==> src/rtl/div_restoring_if.sv <==
`default_nettype none
// ============================================================================
// Module   : div_restoring_if
// Brief    : Start/complete handshake and operand/result bundle for the divider.
// Revision : 1.0
// ============================================================================
interface div_restoring_if #(
    parameter int WIDTH_N = 32,
    parameter int WIDTH_D = 16
);
    logic               init;
    logic [WIDTH_N-1:0] op_N;
    logic [WIDTH_D-1:0] op_D;
    logic               busy;
    logic               done;
    logic [WIDTH_N-1:0] quotient;
    logic [WIDTH_D-1:0] remainder;
    logic               div_zero;

    modport master (
        output init, op_N, op_D,
        input  busy, done, quotient, remainder, div_zero
    );

    modport slave (
        input  init, op_N, op_D,
        output busy, done, quotient, remainder, div_zero
    );
endinterface
`default_nettype wire

==> src/rtl/div_restoring.sv <==
`default_nettype none
// ============================================================================
// Module   : div_restoring
// Brief    : Sequential restoring shift-subtract divider, one quotient bit/clock.
// Revision : 1.0
// ============================================================================
module div_restoring #(
    parameter int WIDTH_N = 32,
    parameter int WIDTH_D = 16
) (
    input  wire             clk,
    input  wire             reset,
    div_restoring_if.slave  bus
);
    localparam int CW = $clog2(WIDTH_N);
    localparam logic [CW-1:0] C_LAST = CW'(WIDTH_N - 1);

    typedef enum logic [1:0] {
        S_IDLE   = 2'd0,
        S_ITER   = 2'd1,
        S_FINISH = 2'd2
    } state_t;

    state_t               state_q, state_d;
    logic [WIDTH_N-1:0]   work_q, work_d;
    logic [WIDTH_D:0]     rem_q, rem_d;
    logic [WIDTH_D-1:0]   divisor_q, divisor_d;
    logic [CW-1:0]        count_q, count_d;
    logic [WIDTH_N-1:0]   quotient_q, quotient_d;
    logic [WIDTH_D-1:0]   remainder_q, remainder_d;
    logic                 div_zero_q, div_zero_d;
    logic                 busy_q, busy_d;
    logic                 done_q, done_d;

    logic [WIDTH_D:0]     w_p;
    logic [WIDTH_D:0]     w_diff;
    logic                 w_qbit;
    logic [WIDTH_D:0]     w_rem_next;
    logic [WIDTH_N-1:0]   w_work_next;

    // rem < divisor is invariant, so p < 2*divisor and one trial subtract suffices
    always_comb begin
        w_p         = {rem_q[WIDTH_D-1:0], work_q[WIDTH_N-1]};
        w_diff      = w_p - {1'b0, divisor_q};
        w_qbit      = (w_p >= {1'b0, divisor_q});
        w_rem_next  = w_qbit ? w_diff : w_p;
        w_work_next = {work_q[WIDTH_N-2:0], w_qbit};
    end

    always_comb begin
        state_d     = state_q;
        work_d      = work_q;
        rem_d       = rem_q;
        divisor_d   = divisor_q;
        count_d     = count_q;
        quotient_d  = quotient_q;
        remainder_d = remainder_q;
        div_zero_d  = div_zero_q;
        busy_d      = busy_q;
        done_d      = 1'b0;

        case (state_q)
            S_IDLE: begin
                if (bus.init) begin
                    if (bus.op_D != '0) begin
                        work_d     = bus.op_N;
                        divisor_d  = bus.op_D;
                        rem_d      = '0;
                        count_d    = '0;
                        div_zero_d = 1'b0;
                        busy_d     = 1'b1;
                        state_d    = S_ITER;
                    end else begin
                        quotient_d  = '1;
                        remainder_d = bus.op_N[WIDTH_D-1:0];
                        div_zero_d  = 1'b1;
                        done_d      = 1'b1;
                        state_d     = S_FINISH;
                    end
                end
            end
            S_ITER: begin
                rem_d   = w_rem_next;
                work_d  = w_work_next;
                count_d = count_q + 1'b1;
                if (count_q == C_LAST) begin
                    quotient_d  = w_work_next;
                    remainder_d = w_rem_next[WIDTH_D-1:0];
                    busy_d      = 1'b0;
                    done_d      = 1'b1;
                    state_d     = S_FINISH;
                end
            end
            S_FINISH: begin
                state_d = S_IDLE;
            end
            default: begin
                busy_d  = 1'b0;
                state_d = S_IDLE;
            end
        endcase
    end

    always_ff @(posedge clk or negedge reset) begin
        if (!reset) begin
            state_q     <= S_IDLE;
            work_q      <= '0;
            rem_q       <= '0;
            divisor_q   <= '0;
            count_q     <= '0;
            quotient_q  <= '0;
            remainder_q <= '0;
            div_zero_q  <= 1'b0;
            busy_q      <= 1'b0;
            done_q      <= 1'b0;
        end else begin
            state_q     <= state_d;
            work_q      <= work_d;
            rem_q       <= rem_d;
            divisor_q   <= divisor_d;
            count_q     <= count_d;
            quotient_q  <= quotient_d;
            remainder_q <= remainder_d;
            div_zero_q  <= div_zero_d;
            busy_q      <= busy_d;
            done_q      <= done_d;
        end
    end

    assign bus.busy      = busy_q;
    assign bus.done      = done_q;
    assign bus.quotient  = quotient_q;
    assign bus.remainder = remainder_q;
    assign bus.div_zero  = div_zero_q;

endmodule
`default_nettype wire

==> src/flat_wrapper.sv <==
// flat-port wrapper written by rule: the top's interface ports become plain ports
module div_restoring_flat 
#(
    parameter int WIDTH_N = 32,
    parameter int WIDTH_D = 16
)
  (clk, reset, bus_init, bus_op_N, bus_op_D, bus_busy, bus_done, bus_quotient, bus_remainder, bus_div_zero);
  div_restoring_if #(.WIDTH_N(WIDTH_N), .WIDTH_D(WIDTH_D)) bus_i ();
  input  wire clk;
  input  wire reset;
  input wire logic [$bits(bus_i.init)-1:0] bus_init;
  input wire logic [$bits(bus_i.op_N)-1:0] bus_op_N;
  input wire logic [$bits(bus_i.op_D)-1:0] bus_op_D;
  output wire logic [$bits(bus_i.busy)-1:0] bus_busy;
  output wire logic [$bits(bus_i.done)-1:0] bus_done;
  output wire logic [$bits(bus_i.quotient)-1:0] bus_quotient;
  output wire logic [$bits(bus_i.remainder)-1:0] bus_remainder;
  output wire logic [$bits(bus_i.div_zero)-1:0] bus_div_zero;
  assign bus_i.init = bus_init;
  assign bus_i.op_N = bus_op_N;
  assign bus_i.op_D = bus_op_D;
  assign bus_busy = bus_i.busy;
  assign bus_done = bus_i.done;
  assign bus_quotient = bus_i.quotient;
  assign bus_remainder = bus_i.remainder;
  assign bus_div_zero = bus_i.div_zero;
  div_restoring #(.WIDTH_N(WIDTH_N), .WIDTH_D(WIDTH_D)) u_core (.clk(clk), .reset(reset), .bus(bus_i));
endmodule
==> config.mk <==
export PLATFORM = sky130hd
export DESIGN_NAME = div_restoring_flat
export DESIGN_NICKNAME = d
export VERILOG_FILES = /design/src/rtl/div_restoring_if.sv /design/src/rtl/div_restoring.sv /design/src/flat_wrapper.sv
export SDC_FILE = /design/constraint.sdc
export NUM_CORES = 1
export LEC_CHECK = 0
export ABC_AREA = 1
export BUFFER_PORTS_ARGS = -buffer_cell sky130_fd_sc_hd__buf_2
export CORE_ASPECT_RATIO = 1.1
export CORE_MARGIN = 3
export CORE_UTILIZATION = 45
export CTS_CLUSTER_DIAMETER = 200
export DETAILED_ROUTE_END_ITERATION = 10
export PLACE_DENSITY = 0.65
export SETUP_SLACK_MARGIN = 0.4
export SLEW_MARGIN = 10
export SYNTH_ARGS = -nofsm -noshare
export SYNTH_HDL_FRONTEND = slang
export SYNTH_SLANG_ARGS = --single-unit
==> constraint.sdc <==
create_clock -name clk -period 3.1 [get_ports clk]
set_input_delay 0.31 -clock clk [delete_from_list [all_inputs] [get_ports clk]]
set_output_delay 0.31 -clock clk [all_outputs]
set_load 0.02 [all_outputs]
=== Word level (Yosys, flattened, before mapping) ===
Cells that the tools add are included.

* Bits of input ports: 51
* Output and inout port bits: 51
* Logic and storage cells: 60
* Flip-flop bits (word level): 122

* Bitwise gates (word level): 1
* $add $sub $neg: 2
* Reductions and logical operators: 9
* Magnitude comparators: 1
* Equal/unequal tests: 7
* Muxes and demuxes: 30

{| class="wikitable"
|+ Operators with widths
! cell !! count
|-
| $mux 32 || 5
|-
| $pmux 32 s2 || 2
|-
| $mux 16 || 6
|-
| $pmux 16 s2 || 2
|-
| $ge 17x16->1 || 1
|-
| $reduce_bool 16->1 || 1
|-
| $sub 16x16->16 || 1
|-
| $mux 5 || 2
|-
| $pmux 5 s2 || 1
|-
| $reduce_and 4->1 || 2
|-
| $mux 1 || 6
|-
| $mux 2 || 3
|-
| $reduce_and 3->1 || 2
|-
| $add 5x1->5 const B || 1
|-
| $eq 5x5->1 const B || 1
|-
| $ne 2x1->1 const B || 2
|-
| $ne 2x2->1 const B || 2
|-
| $pmux 2 s2 || 1
|-
| $reduce_and 2->1 || 2
|-
| $pmux 1 s3 || 1
|-
| $eq 2x1->1 const B || 1
|-
| $eq 2x2->1 const B || 1
|-
| $logic_not 2->1 || 1
|-
| $pmux 1 s2 || 1
|-
| 2 further kinds || 2
|}

=== Longest topological paths before layout ===
Gate-level depths: netlist (run 1).

* Depth in word-level cells: 4
* Gate-level depth with buffers: 16
* Depth with buffers taken out: 15

=== Least setup slack after synthesis (run 1) ===
Ideal clock, no wire load.

* Path kind: register -> register
* From: register u_core.count_q[0]
* To: register u_core.remainder_q[10] (netlist: u_core.bus.remainder[10])
* Path buffers: 2
* Stages on the path, launching flop included: 11
* Data required time: 2.987 ns
* Setup time: 0.113 ns
* Slack: 1.243 ns
* Period minus slack after synthesis: 1.857 ns
* Data arrival time: 1.745 ns
* Cell sequence: dfrtp_1 -> ha_1 -> and3_1 -> ha_1 -> nand2_1 -> nand2_1 -> buf_2 -> clkbuf_2 -> or2_2 -> nand2_1 -> inv_1

* Cells in the longest elaborated chain, start to end: 3

{| class="wikitable"
|+ RTL lines
! element !! line !! source
|-
| start, declared || div_restoring.sv:28 || <nowiki>logic [CW-1:0] count_q, count_d;</nowiki>
|-
| start signal, assigned || div_restoring.sv:121 || <nowiki>count_q <= count_d;</nowiki>
|-
| $eq 5x5->1 || div_restoring.sv:86 || <nowiki>if (count_q == C_LAST) begin</nowiki>
|-
| $ne 2x1->1 (no line) || n/a ||
|-
| $reduce_and 4->1 (no line) || n/a ||
|-
| end signal, assigned || div_restoring.sv:123 || <nowiki>remainder_q <= remainder_d;</nowiki>
|-
| end, declared || div_restoring.sv:30 || <nowiki>logic [WIDTH_D-1:0] remainder_q, remainder_d;</nowiki>
|}

No other way between the ends.
A chain may end at the register's enable or synchronous reset.

=== Final worst setup path (run 1) ===
* From: register u_core.rem_q[5]
* To: register u_core.remainder_q[13] (netlist: u_core.bus.remainder[13])

* Cells in the longest elaborated chain, start to end: 4
* Elaborated cells between the ends (all ways): 5
* Those cells by class: add/sub (1); order compare (1); mux (3)

{| class="wikitable"
|+ RTL lines
! element !! line !! source
|-
| start, declared || div_restoring.sv:26 || <nowiki>logic [WIDTH_D:0] rem_q, rem_d;</nowiki>
|-
| start signal, assigned || div_restoring.sv:119 || <nowiki>rem_q <= rem_d;</nowiki>
|-
| $sub 16x16->16 / $ge 17x16->1 (equally long branches) || div_restoring.sv:44, div_restoring.sv:45 ||
|-
| $mux 16 * || div_restoring.sv:46 || <nowiki>w_rem_next = w_qbit ? w_diff : w_p;</nowiki>
|-
| $mux 16 * || div_restoring.sv:86 ||
|-
| $pmux 16 s2 * || div_restoring.sv:62 || <nowiki>case (state_q)</nowiki>
|}

Mark *: on every way between the ends. The rest lies on a longest branch, timed or not. The select of a mux whose other input is x is not followed.

==> flow_summary.rst, run 1 <==
.. list-table::
   :header-rows: 1

   * - Metric
     - Value
   * - Worst endpoint data arrival time
     - 2.61 ns
   * - DRC
     - 0
   * - Final worst clock skew
     - 0.01274 ns
   * - Number of gates given a new drive strength after cts
     - 0
   * - Initial antenna violation count
     - 0
   * - Leakage
     - 3.875 nW
   * - Maximum vdd drop
     - 0.4528 mV
   * - GR peak layer
     - met2
   * - Placeable Area
     - 14080 sq um
   * - Outcome
     - finished clean
   * - CP cell instances
     - ha_1 > nand2_1 > nor2_2 > nand3_2 > nand3_2 > nand3_4 > nand2_8 > nand3_1 > nand3_1 > nand2_1 > inv_1
   * - Global placement routability congestion
     - 0.9043
   * - Peak clock frequency supported by timing
     - 0.4427 GHz
   * - Top cell type's share of synthesized area
     - 46.14%
   * - Hold crit path type
     - input port to flop
   * - H-Tree Depth
     - 4
   * - Clock-pin slew reported for the worst setup and hold paths after clock tree synthesis
     - 0.05 ns
   * - Cell with the largest stage delay on the worst path
     - sky130_fd_sc_hd__dfrtp_1
   * - Biggest fanout along the worst timing path
     - 18
   * - Cts hold-fix bufs
     - 1
   * - Area of the mapped netlist
     - 6616 sq um
   * - Synth warnings
     - 0
   * - Fraction of final layout cells sized beyond drive strength 1
     - 19.76%
   * - Most repeated cell in the gate-level netlist after synthesis
     - sky130_fd_sc_hd__nand2_1
   * - Portion of the clock cycle consumed by the worst path in the final layout
     - 72.87%
   * - Top FF cell, synth
     - sky130_fd_sc_hd__dfrtp_1
   * - Data required time at the worst endpoint
     - 3.45 ns
   * - Total design power
     - 9.242 mW
   * - Maximum buffer depth of the clock tree
     - 2
   * - Met3 Track Usage GR
     - 5.478%
   * - Number of max-slew violations in the final report
     - 0
   * - Synthesized area per cell
     - 7.886 sq um
   * - Routed length per instance
     - 15.20 microns
   * - Critical Path Start Type
     - flop
   * - DRT antenna net count
     - 0
   * - Number of fill cells
     - 1383
   * - Largest stage delay on the critical path
     - 0.44 ns
   * - Setup Crit Path Kind
     - flop to flop
   * - Final sum of negative setup slack
     - 0 ns
   * - Boundary Pins
     - 102
   * - Post-synthesis register bit count
     - 122
   * - Clock Root Buffer
     - sky130_fd_sc_hd__clkbuf_16
   * - Power density of the placed cells
     - 1185 nW/um^2
   * - Number of enable-type register cells in the synthesized netlist
     - 0
   * - Via count of the first global-routing pass
     - 5566
   * - Synthesis-to-layout area growth
     - 17.83%
   * - Grt total ovfl
     - 0
   * - Setup WS pre-CTS
     - 0.9188 ns
   * - Die ar.
     - 16200 sq um
   * - Clock buffer count from CTS
     - 17
   * - Number of hold-slack violations in the final timing report
     - 0
   * - Number of detailed-route iterations in the first pass
     - 5
   * - Count of input and output buffers
     - 101
   * - Die span in x
     - 121.6 microns
   * - Net count of the finished layout
     - 994
   * - Wire length of the first global-routing pass
     - 28.31 mm
   * - Met1 GRT Util
     - 30.19%
   * - Actual slew at the worst max-slew pin
     - 0.9354 ns
   * - CTS tree
     - built
   * - Synth cell count leaders
     - sky130_fd_sc_hd__nand2_1 (206), sky130_fd_sc_hd__dfrtp_1 (122), sky130_fd_sc_hd__inv_1 (103)
   * - Fraction of the yosys area taken by sequential cells
     - 46.14%
   * - Worst-case setup margin in the final layout
     - 0.8411 ns
   * - Starting utilization of the core area
     - 47.00%
   * - Starting DRT DRC Count
     - 373
   * - Post CTS Setup Buffer Count
     - 0
   * - Met2 usage in global routing
     - 34.72%
   * - Standard-cell row count
     - 45
   * - Clock network latency to the later pin of the worst-skew pair
     - 0.42 ns
   * - Cell types occupying the most area after synthesis
     - sky130_fd_sc_hd__dfrtp_1 (46%), sky130_fd_sc_hd__nand2_1 (12%), sky130_fd_sc_hd__nand3_1 (6.1%)
   * - Post-route cell area
     - 7796 sq um
   * - Max-capacitance violation count
     - 0
   * - Wirelength, routed
     - 17.09 mm
   * - Pin count of the biggest net entering global routing
     - 86
   * - Time the worst path needs with I/O delays and setup
     - 2.259 ns
   * - Number of distinct library cell variants in the gate-level netlist after synthesis
     - 34
   * - Die extent in y
     - 133.2 microns
   * - Post-DP HPWL
     - 12.19 mm
   * - Cell type contributing the most total cell area after synthesis
     - sky130_fd_sc_hd__dfrtp_1
   * - Hold slack final
     - 0.1177 ns
   * - Total clock sinks
     - 122
   * - Final setup violation count
     - 0
   * - Number of diodes added for antenna fixing
     - 0
   * - Global routing usage summed across all routing layers
     - 22.01%
   * - Syn Inst Count
     - 839
   * - CP endpoint kind
     - flop
   * - Synthesized netlist net count
     - 909
   * - Detailed-route via count
     - 5803
   * - Max-Slew Margin vs Limit
     - 37.64%
   * - RSZ-0062 raised after global routing
     - no
   * - Area post-placement
     - 7208 sq um
   * - Share of synthesized registers carrying an async set or reset
     - 100.0%
   * - Detail-routed via count per cell
     - 5.163
## power breakdown
part           switching (mW)  internal, mW
registers               0.349          2.27
clock network           0.682          1.28
logic                    3.05          1.62
## per-layer routing
| metal | routed length, microns | vias up |
|---|---|---|
| li1 | - | 2888 |
| met1 | 7597 | 2728 |
| met2 | 8204 | 164 |
| met3 | 1001 | 23 |
| met4 | 284 | 0 |
| met5 | 0 | - |
## logic make-up (layout without fill, tap and decap cells)
group	count (synthesis)	in the layout	synth area share (%)
AO/OA/AOI/OAI	127	127	10.70
XOR/XNOR	9	9	1.191
adder cells (fa/ha/maj)	19	19	3.707
buffers and inverters	151	248	9.512
flip-flops	122	122	46.14
AND/OR/NAND/NOR	411	411	28.74
## cells in the final DEF, fill, tap and decap left out, drive strengths merged
cell,Yosys,final
buf,22,108
xor2,8,8
or2,24,24
and2,3,3
o211ai,17,17
clkinvlp,0,2
dlygate4sd3,0,1
bufinv,0,3
and3,1,1
nand2,211,211
clkbuf,21,23
nand3,91,91
nand4,19,19
a21oi,27,27
fa,1,1
dfrtp,122,122
nor2,62,62
clkinv,0,3
xnor2,1,1
a31oi,24,24
inv,108,108
ha,18,18
o21ai,59,59
## per-stage QoR
step                utilization [%]  cells
finish                        55.39   1124
global route                  55.39   1124
CTS                           55.39   1124
floorplan                         -    839
detailed placement            51.21   1092
global placement              51.21   1092
## critical path, delay by kind of cell, from the launching register on
kind,cells,cell delay [ns]
fa+ha+maj,1,0.41
buf+inv,1,0.05
flops,1,0.44
simple gates,9,1.30
## worst paths after layout
path / startpoint / endpoint / slack [ns] / cells after the start
worst max register to register: u_core.rem_q[5]$_DFFE_PN0P_ / u_core.bus.remainder[13]$_DFFE_PN0P_ / 0.84 / 11
worst max-delay path: u_core.rem_q[5]$_DFFE_PN0P_ / u_core.bus.remainder[13]$_DFFE_PN0P_ / 0.84 / 11
min in group asynchronous: reset / u_core.divisor_q[12]$_DFFE_PN0P_ / 0.46 / 2
worst min register to register: u_core.bus.quotient[24]$_DFFE_PN0P_ / u_core.bus.quotient[24]$_DFFE_PN0P_ / 0.46 / 2
worst min-delay path: bus_op_D[12] / u_core.divisor_q[12]$_DFFE_PN0P_ / 0.12 / 3
max in group asynchronous: reset / u_core.work_q[11]$_DFFE_PN0P_ / 1.80 / 3
## flip-flops by register name (all words and copies together) (netlist names)
register	flops
u_core.bus.done	1
u_core.bus.div_zero	1
u_core.work_q	32
u_core.count_q	5
u_core.divisor_q	16
u_core.state_q	2
u_core.rem_q	16
u_core.bus.quotient	32
u_core.bus.remainder	16
u_core.bus.busy	1
## area by class of cell
cell class | instances | area (sq um) | area share [%]
Sequential cell | 122 | 3053 | 39.16
Multi-Input combinational cell | 566 | 2942 | 37.73
Timing Repair Buffer | 109 | 583.1 | 7.479
Clock buffer | 23 | 457.9 | 5.874
Inverter | 108 | 405.4 | 5.200
Tap cell | 188 | 235.2 | 3.017
Clock inverter | 8 | 120.1 | 1.541
No activity file was read; power rests on OpenSTA's default activity.
==> run 2, diff against run 1 <==
==> constraint.sdc (replaced) <==
create_clock -name clk -period 2.2 [get_ports clk]
set_input_delay 0.22 -clock clk [delete_from_list [all_inputs] [get_ports clk]]
set_output_delay 0.22 -clock clk [all_outputs]
set_load 0.02 [all_outputs]
==> run 2 against run 1 <==
- utilization is 7.9 points higher
- non-clock buffer count up 62
- combinational power grew 89%
- power is 65% higher
- die area unchanged
- register-to-register slack worse by 0.69 ns
- clock skew decreased by 0.0059 ns
- critical path type unchanged
- critical endpoint unchanged
- highest routed layer is now met5
==> flow_summary.rst, run 2 (same netlist as run 1, synthesis figures left out) <==
.. list-table::
   :header-rows: 1

   * - Metric
     - Value
   * - Hold crit path type
     - input port to flop
   * - R2R Setup Slk
     - 0.15 ns (-0.69 ns)
   * - Starting DRT DRC Count
     - 478 (+28%)
   * - Initial antenna violation count
     - 1 (+1)
   * - Commonest cells after routing, fill and taps aside
     - sky130_fd_sc_hd__nand2_1 (186), sky130_fd_sc_hd__dfrtp_1 (112), sky130_fd_sc_hd__buf_2 (100), sky130_fd_sc_hd__inv_1 (95), sky130_fd_sc_hd__nand3_1 (77)
   * - Maximum vdd drop
     - 0.9088 mV (+100%)
   * - Wire length of the first global-routing pass
     - 29.95 mm (+5.8%)
   * - Number of hold-slack violations in the final timing report
     - 0 (unchanged)
   * - Total clock sinks
     - 122 (unchanged)
   * - Pin count of the biggest net entering global routing
     - 83 (-3.5%)
   * - Starting utilization of the core area
     - 47.00% (unchanged)
   * - Detailed-route via count
     - 6206 (+6.9%)
   * - Worst-case setup margin in the final layout
     - 0.1485 ns (-0.6926 ns)
   * - Global routing usage summed across all routing layers
     - 23.44% (+1.4 points)
   * - Post-layout utilization of the core
     - 63.31% (+7.9 points)
   * - Placeable Area
     - 14080 sq um (unchanged)
   * - Power density of the placed cells
     - 1708 nW/um^2 (+44%)
   * - Die span in x
     - 121.6 microns (unchanged)
   * - Final worst clock skew
     - 0.006850 ns (-0.005887 ns)
   * - Die extent in y
     - 133.2 microns (unchanged)
   * - Setup WS pre-CTS
     - 0.02137 ns (-0.8974 ns)
   * - Global placement routability congestion
     - 0.9251 (+2.3%)
   * - Number of diodes added for antenna fixing
     - 0 (unchanged)
   * - Time the worst path needs with I/O delays and setup
     - 2.051 ns (-0.2074 ns)
   * - Via count of the first global-routing pass
     - 5790 (+4.0%)
   * - Most common cell after layout, fill and taps aside
     - sky130_fd_sc_hd__nand2_1
   * - Portion of the clock cycle consumed by the worst path in the final layout
     - 93.25% (+20 points)
   * - Maximum buffer depth of the clock tree
     - 2 (unchanged)
   * - Leakage
     - 4.290 nW (+11%)
   * - Count of input and output buffers
     - 101 (unchanged)
   * - CP endpoint kind
     - flop
   * - Number of max-slew violations in the final report
     - 0 (unchanged)
   * - Clock buffer count from CTS
     - 17 (unchanged)
   * - Number of fill cells
     - 1214 (-12%)
   * - Data required time at the worst endpoint
     - 2.51 ns (-0.94 ns)
   * - Setup Crit Path Kind
     - flop to flop
   * - Worst reg-to-reg path cell count
     - 11 (unchanged)
   * - Max-Slew Margin vs Limit
     - 61.58% (+24 points)
   * - Final setup violation count
     - 0 (unchanged)
   * - Hold path startpoint
     - bus_op_D[9]
   * - Net count of the finished layout
     - 1057 (+6.3%)
   * - Hold path endpoint
     - u_core.divisor_q[9]$_DFFE_PN0P_
   * - Peak clock frequency supported by timing
     - 0.4875 GHz (+10%)
   * - Actual slew at the worst max-slew pin
     - 0.5764 ns (-0.3591 ns)
   * - Detail-routed via count per cell
     - 5.228 (+1.3%)
   * - Clock-pin slew reported for the worst setup and hold paths after clock tree synthesis
     - 0.06 ns (about the same)
   * - Boundary Pins
     - 102 (unchanged)
   * - Biggest fanout along the worst timing path
     - 8 (-10)
   * - Wirelength, routed
     - 19.63 mm (+15%)
   * - RSZ-0062 raised after global routing
     - yes
   * - Start point of the critical path
     - u_core.rem_q[7]$_DFFE_PN0P_
   * - Clock Root Buffer
     - sky130_fd_sc_hd__clkbuf_16
   * - DRC
     - 0 (unchanged)
   * - Worst endpoint data arrival time
     - 2.36 ns (-0.25 ns)
   * - Number of detailed-route iterations in the first pass
     - 5 (unchanged)
   * - Reg-to-reg endpoint
     - u_core.bus.remainder[13]$_DFFE_PN0P_
   * - DRT antenna net count
     - 0 (unchanged)
   * - Critical Path Start Type
     - flop
   * - Standard-cell row count
     - 45 (unchanged)
   * - Clock network latency to the later pin of the worst-skew pair
     - 0.42 ns (about the same)
   * - Fraction of final layout cells sized beyond drive strength 1
     - 32.33% (+13 points)
   * - Max-capacitance violation count
     - 0 (unchanged)
   * - CTS tree
     - built
   * - Die ar.
     - 16200 sq um (unchanged)
   * - Outcome
     - finished clean
   * - Critical register-to-register path startpoint
     - u_core.rem_q[7]$_DFFE_PN0P_
   * - Post-DP HPWL
     - 12.71 mm (+4.3%)
   * - Routed length per instance
     - 16.53 microns (+8.8%)
   * - H-Tree Depth
     - 4 (unchanged)
   * - Number of instances on the worst hold path
     - 3 (unchanged)
   * - Grt total ovfl
     - 0 (unchanged)
   * - Synthesis-to-layout area growth
     - 34.68%
   * - Total design power
     - 15.22 mW (+65%)
==> run 2: where the power goes <==
part	switching [mW]	total (mW)	internal [mW]	leakage, nW
Clock	1.05	2.64	1.59	0.271
Sequential	0.548	3.76	3.21	1.37
Combinational	5.18	8.82	3.64	2.65
Total	6.77	15.2	8.45	4.29
==> run 2: how the worst max path moves through the flow <==
stage / cells after the start / end / slack [ns]
global placement: 13 / u_core.bus.remainder[4]$_DFFE_PN0P_ / -0.004
floorplan: 14 / u_core.bus.remainder[10]$_DFFE_PN0P_ / 0.40
detailed placement: 13 / u_core.bus.remainder[4]$_DFFE_PN0P_ / 0.02
global route: 11 / u_core.bus.remainder[12]$_DFFE_PN0P_ / 0.06
CTS: 11 / u_core.bus.remainder[11]$_DFFE_PN0P_ / 0.25
finish: 11 / u_core.bus.remainder[13]$_DFFE_PN0P_ / 0.15
==> run 2: final cells by class <==
type                            count  area, sq um  share of cell area [%]
Multi-Input combinational cell    567         3358                   37.69
Sequential cell                   122         3065                   34.40
Timing Repair Buffer              171         1291                   14.49
Clock buffer                       19        452.9                   5.083
Inverter                          108        407.9                   4.577
Tap cell                          188        235.2                   2.640
Clock inverter                     12        100.1                   1.123
==> run 2: timing repair <==
| item | in CTS | in global routing |
|---|---|---|
| cloned | 2 | 5 |
| setup buffers | 25 | 19 |
| gates resized for setup | 36 | 57 |
| setup endpoints to repair | 54 | 60 |
| endpoints found under the hold margin | 38 | 0 |
| hold buffers | 2 | 0 |
| pin swaps | 18 | 55 |
==> run 2: routing by layer <==
layer | GRT usage (%) | part of all wire (%)
met3 | 5.732 | 6.5
met4 | 7.721 | 3.2
met2 | 37.45 | 48
met1 | 31.37 | 42
met5 | 0 | 0.036
==> run 2: worst max-delay path, cell delays in order, from the launching register on <==
cell and delay [ns]:
sky130_fd_sc_hd__dfrtp_2 0.46, sky130_fd_sc_hd__ha_4 0.32, sky130_fd_sc_hd__nand2_4 0.07, sky130_fd_sc_hd__nor2_4 0.14, sky130_fd_sc_hd__nand3_2 0.12, sky130_fd_sc_hd__nand3_4 0.12, sky130_fd_sc_hd__nand3_4 0.19, sky130_fd_sc_hd__buf_12 0.21
sky130_fd_sc_hd__nand4_1 0.10, sky130_fd_sc_hd__nand3_1 0.09, sky130_fd_sc_hd__nand2_1 0.07, sky130_fd_sc_hd__inv_1 0.04
==> run 2: through the flow <==
| step | cell area (sq um) | std cells | TNS, ns | hold WS, ns |
|---|---|---|---|---|
| final | 8911 | 1187 | 0 | 0.03264 |
| after global routing | 8911 | 1187 | 0 | 0.02857 |
| after CTS | 8413 | 1163 | 0 | 0.02416 |
| after detailed placement | 7433 | 1103 | 0 | 0.2459 |
| after global placement | 7433 | 1103 | -0.003841 | 0.2445 |
| after floorplan | 6711 | 839 | 0 | -0.07559 |
